==> config.mk <==
export PLATFORM = sky130hd
export DESIGN_NAME = ula_control_fsm_flat
export DESIGN_NICKNAME = d
export VERILOG_FILES = /design/src/rtl/ula_control_fsm_pkg.sv /design/src/rtl/ula_control_fsm_if.sv /design/src/rtl/ula_control_fsm_decoder.sv /design/src/rtl/ula_control_fsm.sv /design/src/flat_wrapper.sv
export SDC_FILE = /design/constraint.sdc
export NUM_CORES = 1
export LEC_CHECK = 0
export CAP_MARGIN = 20
export CORE_ASPECT_RATIO = 2
export CORE_MARGIN = 2
export CORE_UTILIZATION = 45
export DETAILED_ROUTE_END_ITERATION = 8
export DONT_BUFFER_PORTS = 1
export PLACE_DENSITY = 0.66
export SYNTH_ARGS = -nofsm -noshare
export SYNTH_HDL_FRONTEND = slang
export SYNTH_SLANG_ARGS = --single-unit
==> constraint.sdc <==
create_clock -name clk -period 6.7 [get_ports clk]
set_clock_uncertainty 0.15 [all_clocks]
set_input_delay 2.01 -clock clk [delete_from_list [all_inputs] [get_ports clk]]
set_output_delay 2.01 -clock clk [all_outputs]
set_load 0.01 [all_outputs]
==> src/rtl/ula_control_fsm_pkg.sv <==
// Shared encodings for the LASD multicycle control path: states, opcodes, functs,
// ULA op codes and the per-state Moore control word.
package ula_control_pkg;

  typedef enum logic [3:0] {
    FETCH, DECODE, MEMADR, MEMRD, MEMWB, MEMWR,
    EXEC_R, ALUWB, EXEC_I, IWB, BRANCH, JUMP
  } state_t;

  localparam logic [5:0] OP_RTYPE = 6'b000000;
  localparam logic [5:0] OP_LW    = 6'b100011;
  localparam logic [5:0] OP_SW    = 6'b101011;
  localparam logic [5:0] OP_ADDI  = 6'b001000;
  localparam logic [5:0] OP_BEQ   = 6'b000100;
  localparam logic [5:0] OP_BNE   = 6'b000101;
  localparam logic [5:0] OP_J     = 6'b000010;

  localparam logic [5:0] FN_ADD = 6'b100000;
  localparam logic [5:0] FN_SUB = 6'b100010;
  localparam logic [5:0] FN_AND = 6'b100100;
  localparam logic [5:0] FN_OR  = 6'b100101;
  localparam logic [5:0] FN_XOR = 6'b100110;
  localparam logic [5:0] FN_SLT = 6'b101010;

  localparam logic [2:0] ULA_ADD = 3'b000;
  localparam logic [2:0] ULA_SUB = 3'b001;
  localparam logic [2:0] ULA_AND = 3'b010;
  localparam logic [2:0] ULA_OR  = 3'b011;
  localparam logic [2:0] ULA_XOR = 3'b100;
  localparam logic [2:0] ULA_SLT = 3'b101;

  localparam logic [1:0] SRCB_REG = 2'b00;
  localparam logic [1:0] SRCB_ONE = 2'b01;
  localparam logic [1:0] SRCB_IMM = 2'b10;

  localparam logic [1:0] PCSRC_ULA    = 2'b00;
  localparam logic [1:0] PCSRC_ULAOUT = 2'b01;
  localparam logic [1:0] PCSRC_JUMP   = 2'b10;

  typedef struct packed {
    logic [2:0] ulactl;
    logic       srca;
    logic [1:0] srcb;
    logic [1:0] pcsrc;
    logic       pcwrite;
    logic       iord;
    logic       memread;
    logic       memwrite;
    logic       regwrite;
    logic       regdst;
    logic       memtoreg;
  } ctrl_t;

  function automatic ctrl_t ctrl_for_state(input state_t s, input logic [2:0] rcode);
    ctrl_t c;
    c = '0;
    case (s)
      FETCH:  begin c.memread = 1'b1; c.srcb = SRCB_ONE; end
      DECODE: c.srcb = SRCB_IMM;
      MEMADR: begin c.srca = 1'b1; c.srcb = SRCB_IMM; end
      MEMRD:  begin c.iord = 1'b1; c.memread = 1'b1; end
      MEMWR:  begin c.iord = 1'b1; c.memwrite = 1'b1; end
      MEMWB:  begin c.regwrite = 1'b1; c.memtoreg = 1'b1; end
      EXEC_R: begin c.srca = 1'b1; c.srcb = SRCB_REG; c.ulactl = rcode; end
      ALUWB:  begin c.regwrite = 1'b1; c.regdst = 1'b1; end
      EXEC_I: begin c.srca = 1'b1; c.srcb = SRCB_IMM; end
      IWB:    c.regwrite = 1'b1;
      BRANCH: begin c.srca = 1'b1; c.ulactl = ULA_SUB; c.pcsrc = PCSRC_ULAOUT; end
      JUMP:   begin c.pcsrc = PCSRC_JUMP; c.pcwrite = 1'b1; end
      default: c = '0;
    endcase
    return c;
  endfunction

endpackage

==> src/rtl/ula_control_fsm_if.sv <==
// Control-unit <-> datapath bundle: instruction fields and flags in, ULA code,
// selects and strobes out.
interface ula_control_fsm_if;
  import ula_control_pkg::*;

  logic [5:0] Opcode;
  logic [5:0] Funct;
  logic       Z;
  logic       MemReady;
  logic [2:0] ULAControl;
  logic       ULASrcA;
  logic [1:0] ULASrcB;
  logic       PCWrite;
  logic [1:0] PCSrc;
  logic       IorD;
  logic       MemRead;
  logic       MemWrite;
  logic       IRWrite;
  logic       RegWrite;
  logic       RegDst;
  logic       MemtoReg;
  logic       Illegal;

  modport master (
    input  Opcode, Funct, Z, MemReady,
    output ULAControl, ULASrcA, ULASrcB, PCWrite, PCSrc, IorD,
           MemRead, MemWrite, IRWrite, RegWrite, RegDst, MemtoReg, Illegal
  );

  modport slave (
    output Opcode, Funct, Z, MemReady,
    input  ULAControl, ULASrcA, ULASrcB, PCWrite, PCSrc, IorD,
           MemRead, MemWrite, IRWrite, RegWrite, RegDst, MemtoReg, Illegal
  );
endinterface

==> src/rtl/ula_control_fsm_decoder.sv <==
// R-type funct to ULA op decode, combinational; valid low for unsupported functs.
// No state, no latency, no backpressure.
module ula_decoder
  import ula_control_pkg::*;
(
  input  logic [5:0] funct,
  output logic [2:0] code,
  output logic       valid
);

  always_comb begin
    code  = ULA_ADD;
    valid = 1'b1;
    case (funct)
      FN_ADD:  code = ULA_ADD;
      FN_SUB:  code = ULA_SUB;
      FN_AND:  code = ULA_AND;
      FN_OR:   code = ULA_OR;
      FN_XOR:  code = ULA_XOR;
      FN_SLT:  code = ULA_SLT;
      default: valid = 1'b0;
    endcase
  end

endmodule

==> src/rtl/ula_control_fsm.sv <==
// Multicycle control FSM: 3..5 cycles per instruction; MemReady low in FETCH/MEMRD/MEMWR
// stalls one cycle each. Optional bne support under ULA_CONTROL_FSM_BNE_EN.
module ula_control_fsm
  import ula_control_pkg::*;
(
  input logic                clk,
  input logic                rst,
  ula_control_fsm_if.master  bus
);

  state_t     state;
  state_t     nxt;
  ctrl_t      ctrl_q;
  ctrl_t      ctrl;
  logic [2:0] dec_code;
  logic       dec_ok;
  logic       legal;
  logic       fetch_go;
  logic       take_branch;

  ula_decoder u_dec (
    .funct (bus.Funct),
    .code  (dec_code),
    .valid (dec_ok)
  );

  always_comb begin
    nxt   = state;
    legal = 1'b1;
    case (state)
      FETCH:  if (bus.MemReady) nxt = DECODE;
      DECODE: begin
        case (bus.Opcode)
          OP_RTYPE: begin
            if (dec_ok) nxt = EXEC_R;
            else begin legal = 1'b0; nxt = FETCH; end
          end
          OP_LW, OP_SW: nxt = MEMADR;
          OP_ADDI:      nxt = EXEC_I;
          OP_BEQ:       nxt = BRANCH;
`ifdef ULA_CONTROL_FSM_BNE_EN
          OP_BNE:       nxt = BRANCH;
`endif
          OP_J:         nxt = JUMP;
          default: begin legal = 1'b0; nxt = FETCH; end
        endcase
      end
      MEMADR: nxt = (bus.Opcode == OP_LW) ? MEMRD : MEMWR;
      MEMRD:  if (bus.MemReady) nxt = MEMWB;
      MEMWR:  if (bus.MemReady) nxt = FETCH;
      EXEC_R: nxt = ALUWB;
      EXEC_I: nxt = IWB;
      default: nxt = FETCH;
    endcase
  end

  // Control word is registered for the state being entered, so it is Moore.
`ifdef ULA_CONTROL_FSM_BNE_EN
  logic bne_q;

  always_ff @(posedge clk or posedge rst) begin
    if (rst) begin
      state  <= FETCH;
      ctrl_q <= ctrl_for_state(FETCH, ULA_ADD);
      bne_q  <= 1'b0;
    end else begin
      state  <= nxt;
      ctrl_q <= ctrl_for_state(nxt, dec_code);
      if (state == DECODE) bne_q <= (bus.Opcode == OP_BNE);
    end
  end

  assign take_branch = bne_q ? ~bus.Z : bus.Z;
`else
  always_ff @(posedge clk or posedge rst) begin
    if (rst) begin
      state  <= FETCH;
      ctrl_q <= ctrl_for_state(FETCH, ULA_ADD);
    end else begin
      state  <= nxt;
      ctrl_q <= ctrl_for_state(nxt, dec_code);
    end
  end

  assign take_branch = bus.Z;
`endif

  assign fetch_go = (state == FETCH) && bus.MemReady;

  always_comb begin
    ctrl = ctrl_q;
    if (state == FETCH) ctrl.memread = bus.MemReady;
    if (state == BRANCH) ctrl.pcwrite = take_branch;
    if (fetch_go) ctrl.pcwrite = 1'b1;
    if (rst) ctrl = '0;
  end

  assign bus.ULAControl = ctrl.ulactl;
  assign bus.ULASrcA    = ctrl.srca;
  assign bus.ULASrcB    = ctrl.srcb;
  assign bus.PCWrite    = ctrl.pcwrite;
  assign bus.PCSrc      = ctrl.pcsrc;
  assign bus.IorD       = ctrl.iord;
  assign bus.MemRead    = ctrl.memread;
  assign bus.MemWrite   = ctrl.memwrite;
  assign bus.RegWrite   = ctrl.regwrite;
  assign bus.RegDst     = ctrl.regdst;
  assign bus.MemtoReg   = ctrl.memtoreg;
  assign bus.IRWrite    = fetch_go && !rst;
  assign bus.Illegal    = !legal && !rst;

endmodule
==> src/flat_wrapper.sv <==
// flat-port wrapper written by rule: the top's interface ports become plain ports
module ula_control_fsm_flat import ula_control_pkg::*;
  (clk, rst, bus_Opcode, bus_Funct, bus_Z, bus_MemReady, bus_ULAControl, bus_ULASrcA, bus_ULASrcB, bus_PCWrite, bus_PCSrc, bus_IorD, bus_MemRead, bus_MemWrite, bus_IRWrite, bus_RegWrite, bus_RegDst, bus_MemtoReg, bus_Illegal);
  ula_control_fsm_if bus_i ();
  input logic clk;
  input logic rst;
  input wire logic [$bits(bus_i.Opcode)-1:0] bus_Opcode;
  input wire logic [$bits(bus_i.Funct)-1:0] bus_Funct;
  input wire logic [$bits(bus_i.Z)-1:0] bus_Z;
  input wire logic [$bits(bus_i.MemReady)-1:0] bus_MemReady;
  output wire logic [$bits(bus_i.ULAControl)-1:0] bus_ULAControl;
  output wire logic [$bits(bus_i.ULASrcA)-1:0] bus_ULASrcA;
  output wire logic [$bits(bus_i.ULASrcB)-1:0] bus_ULASrcB;
  output wire logic [$bits(bus_i.PCWrite)-1:0] bus_PCWrite;
  output wire logic [$bits(bus_i.PCSrc)-1:0] bus_PCSrc;
  output wire logic [$bits(bus_i.IorD)-1:0] bus_IorD;
  output wire logic [$bits(bus_i.MemRead)-1:0] bus_MemRead;
  output wire logic [$bits(bus_i.MemWrite)-1:0] bus_MemWrite;
  output wire logic [$bits(bus_i.IRWrite)-1:0] bus_IRWrite;
  output wire logic [$bits(bus_i.RegWrite)-1:0] bus_RegWrite;
  output wire logic [$bits(bus_i.RegDst)-1:0] bus_RegDst;
  output wire logic [$bits(bus_i.MemtoReg)-1:0] bus_MemtoReg;
  output wire logic [$bits(bus_i.Illegal)-1:0] bus_Illegal;
  assign bus_i.Opcode = bus_Opcode;
  assign bus_i.Funct = bus_Funct;
  assign bus_i.Z = bus_Z;
  assign bus_i.MemReady = bus_MemReady;
  assign bus_ULAControl = bus_i.ULAControl;
  assign bus_ULASrcA = bus_i.ULASrcA;
  assign bus_ULASrcB = bus_i.ULASrcB;
  assign bus_PCWrite = bus_i.PCWrite;
  assign bus_PCSrc = bus_i.PCSrc;
  assign bus_IorD = bus_i.IorD;
  assign bus_MemRead = bus_i.MemRead;
  assign bus_MemWrite = bus_i.MemWrite;
  assign bus_IRWrite = bus_i.IRWrite;
  assign bus_RegWrite = bus_i.RegWrite;
  assign bus_RegDst = bus_i.RegDst;
  assign bus_MemtoReg = bus_i.MemtoReg;
  assign bus_Illegal = bus_i.Illegal;
  ula_control_fsm u_core (.clk(clk), .rst(rst), .bus(bus_i));
endmodule
==> implementation parameters <==
Parameter                              Value

Setup path
  Data required time at the worst endpoint ... 4.54 ns
  Worst path max stage delay ... roughly 0.5 ns
  Crit end category ... primary output
  List of cells traversed by the critical path ... or3b_2 -> a21o_1 -> o211a_1
  Peak fanout along the critical path ... 4
  Startpoint types ... input pin
  Arrival time reported for the critical path endpoint ... a little under 3 ns
  Cell with the largest stage delay on the worst path ... sky130_fd_sc_hd__or3b_2
  Type of the worst setup path ... input pin to primary output

Pwr
  Total leakage power ... approximately 0.55 nW
  Worst IR drop on VDD ... 79.4 µV
  Power per standard cell area ... around 190 mW/mm²

Yosys
  Cell types with the largest area share after synthesis ... sky130_fd_sc_hd__dfrtp_1, sky130_fd_sc_hd__nor2b_1, sky130_fd_sc_hd__dfstp_2, sky130_fd_sc_hd__nor2_1, sky130_fd_sc_hd__nor4_1
  Seq/Total Area, Yosys ... 0.392
  Top_reg_cell synth ... sky130_fd_sc_hd__dfrtp_1
  Top cell types by occurrence after synthesis ... sky130_fd_sc_hd__dfrtp_1, sky130_fd_sc_hd__nor2b_1, sky130_fd_sc_hd__nor2_1
  Synth area leader ... sky130_fd_sc_hd__dfrtp_1
  Post-Syn Instances ... between 100 and 150
  Yosys warns ... 0
  Unique masters post-synth ... 43
  Synth Register Bits ... 19
  Post-Synthesis Net Count ... between 100 and 150
  Post-synthesis instance area ... approximately 0.0012 mm²
  Mean instance size in the synthesized netlist ... ~9.4 µm²
  Share of flip-flops with an asynchronous set or reset ... 1.00
  Portion of synthesized cell area occupied by the leading cell type ... 0.349
  Number of flops mapped to enable cells by yosys ... 0

Route
  Top routing layer used ... met4
  First-pass iteration count of the detailed router ... 4
  Wire length per cell after detailed routing ... between 15 and 20 µm
  DR iter-0 viols ... 29
  Via count of the routed design ... 958
  Routed Antenna Nets ... 0
  DRC Markers ... 0
  Routed wire length ... between 2000 and 2500 µm
  WL met1 ... slightly above 900 µm
  Routed vias/inst ... around 6
  Met3 wirelength from detailed routing ... 131 µm
  Routed wl met2 ... roughly 1200 µm

Final layout
  Fraction of final layout cells sized beyond drive strength 1 ... 0.110
  Filler-free cell count of the finished design ... 155
  Fin area ... about 0.0013 mm²
  Inserted Diodes ... 0
  Number of fill cells in the layout ... 246
  Number of nets in the layout ... about 140
  Growth of design area from synthesis to finish ... 3.49%
  Sequential cell area ... ~480 µm²
  Multi-input gate area ... a little under 700 µm²

Clocking
  Hold bufs inserted after CTS ... 0
  TritonCTS clock tree ... yes
  Cells resized by post-CTS repair ... 0
  Number of H-tree levels ... 1
  Clock slew at reported path FFs ... around 0.070 ns
  CTS root buffer ... sky130_fd_sc_hd__clkbuf_8
  Clk sinks ... 19
  CTS max path bufs ... 2
  Number of buffers inserted to repair setup after CTS ... 0
  Clock latency on the worst-skew pair ... around 0.25 ns
  Number of buffers created by CTS ... 3

Global route
  Global-route usage over all layers ... 0.173
  Number of global-route vias before repair ... 909
  Residual overflow from global routing ... 0
  Largest net degree at the start of global routing ... 20
  Initial antenna violation count ... 0
  First-pass GRT wire length ... around 3900 µm

Min path
  Path type of the worst min-delay path ... flop to flop

Die
  Initial standard-cell utilization of the core ... 0.475
  X dimension of the die ... between 40 and 50 µm
  Core Rows ... 26
  Area inside the core boundary ... roughly 0.0026 mm²
  Number of top-level design ports ... 33
  Overall die height ... about 78 µm
  Die outline area ... about 0.0032 mm²

Timing
  Final setup violation count ... 0
  Worst relative slew slack ... 0.546
  RSZ-0062 raised after global routing ... false
  Setup tns final ... 0 ns
  Post-route fraction of the period consumed by the critical path ... 0.758
  Slew at the pin closest to its max-slew limit ... between 0.6 and 0.7 ns
  Hold Violations, Final ... 0
  Final count of pins violating max slew ... 0
  Min Clock Period, post-route ... 5.08 ns
  Maximum clock frequency ... just under 200 MHz

Placed design
  Detailed Place HPWL ... approximately 1800 µm
  Cell area reported after detailed placement ... between 0.001 and 0.0015 mm²
  IO buf count ... 0
  Routability congestion estimate from global placement ... roughly 0.86
  Placed cell count ... between 150 and 200

Run status
  Outcome ... complete, no violations

Run
  Max Cap Violations ... 0
final timing paths:
check	startpoint	end	slack [ns]	depth (start not counted)
worst max-delay path	bus_Funct[1]	bus_Illegal	1.62	3
worst min-delay path	u_core.state[3]	u_core.ctrl_q[5]	0.51	1
worst max register to register	u_core.state[2]	u_core.ctrl_q[4]	4.17	6
worst min register to register	u_core.state[3]	u_core.ctrl_q[5]	0.51	1
max in group asynchronous	rst	u_core.state[1]	4.37	1
min in group asynchronous	rst	u_core.state[2]	1.60	1
state kept, by name, indices dropped and copies added (netlist names):
signal	count
u_core.ctrl_q	15
u_core.state	4
critical path, delay by kind of cell:
kind            cells  cell delay, ns
compound gates      2            0.41
simple gates        1            0.50
cell families (layout without fill, tap and decap cells):
family	count (synthesis)	after routing	synth area share
and+or+nand+nor	64	64	0.328
AOI/OAI and AO/OA	28	28	0.189
DFF	19	19	0.392
buffers and inverters	14	11	0.0523
xor gates and xnor gates	2	2	0.0144
muxes	2	2	0.0164
adders and majority gates	1	1	0.00821
report_power, final:
part / internal [W] / switching, W
registers: 0.000121 / 0.00000469
clock network: 0.0000422 / 0.0000345
logic: 0.0000150 / 0.0000193
metrics by stage:
| step | setup slack (ns) | util | hold WS [ns] | total power, W |
|---|---|---|---|---|
| 2_1_floorplan | 1.58 | - | 0.413 | 0.000159 |
| 3_3_place_gp | 1.62 | 0.474 | 0.471 | 0.000161 |
| 3_5_place_dp | 1.62 | 0.474 | 0.486 | 0.000162 |
| 4_1_cts | 1.62 | 0.491 | 0.491 | 0.000239 |
| 5_1_grt | 1.57 | 0.491 | 0.557 | 0.000247 |
| 6_report | 1.62 | 0.491 | 0.505 | 0.000237 |
metal layers:
layer | vias up | GRT usage
met2 | 38 | 0.267
met3 | 8 | 0.0343
met4 | 0 | 0.127
met1 | 457 | 0.193
li1 | 455 | -
met5 | - | 0
layout make-up:
class | instances | share of cell area
Multi-Input combinational cell | 97 | 0.537
Clock buffer | 4 | 0.0357
Tap cell | 28 | 0.0278
Sequential cell | 19 | 0.379
Inverter | 7 | 0.0208
cell usage in the layout, fill, tap and decap left out, drive strengths merged, types with 2 or more instances in the layout:
cell    synthesis  layout
a211o           3       3
a21o            3       3
a21oi           5       5
and3b           3       3
clkbuf          5       4
dfrtp          17      17
dfstp           2       2
inv             7       7
mux2i           2       2
nand2           7       7
nand2b          4       4
nor2            9       9
nor2b          17      17
nor3            5       5
nor4            5       5
nor4b           3       3
o21ai           5       5
o22a            2       2
or3             2       2
or4b            3       3
xnor2           2       2
No activity file was read; power rests on OpenSTA's default activity.
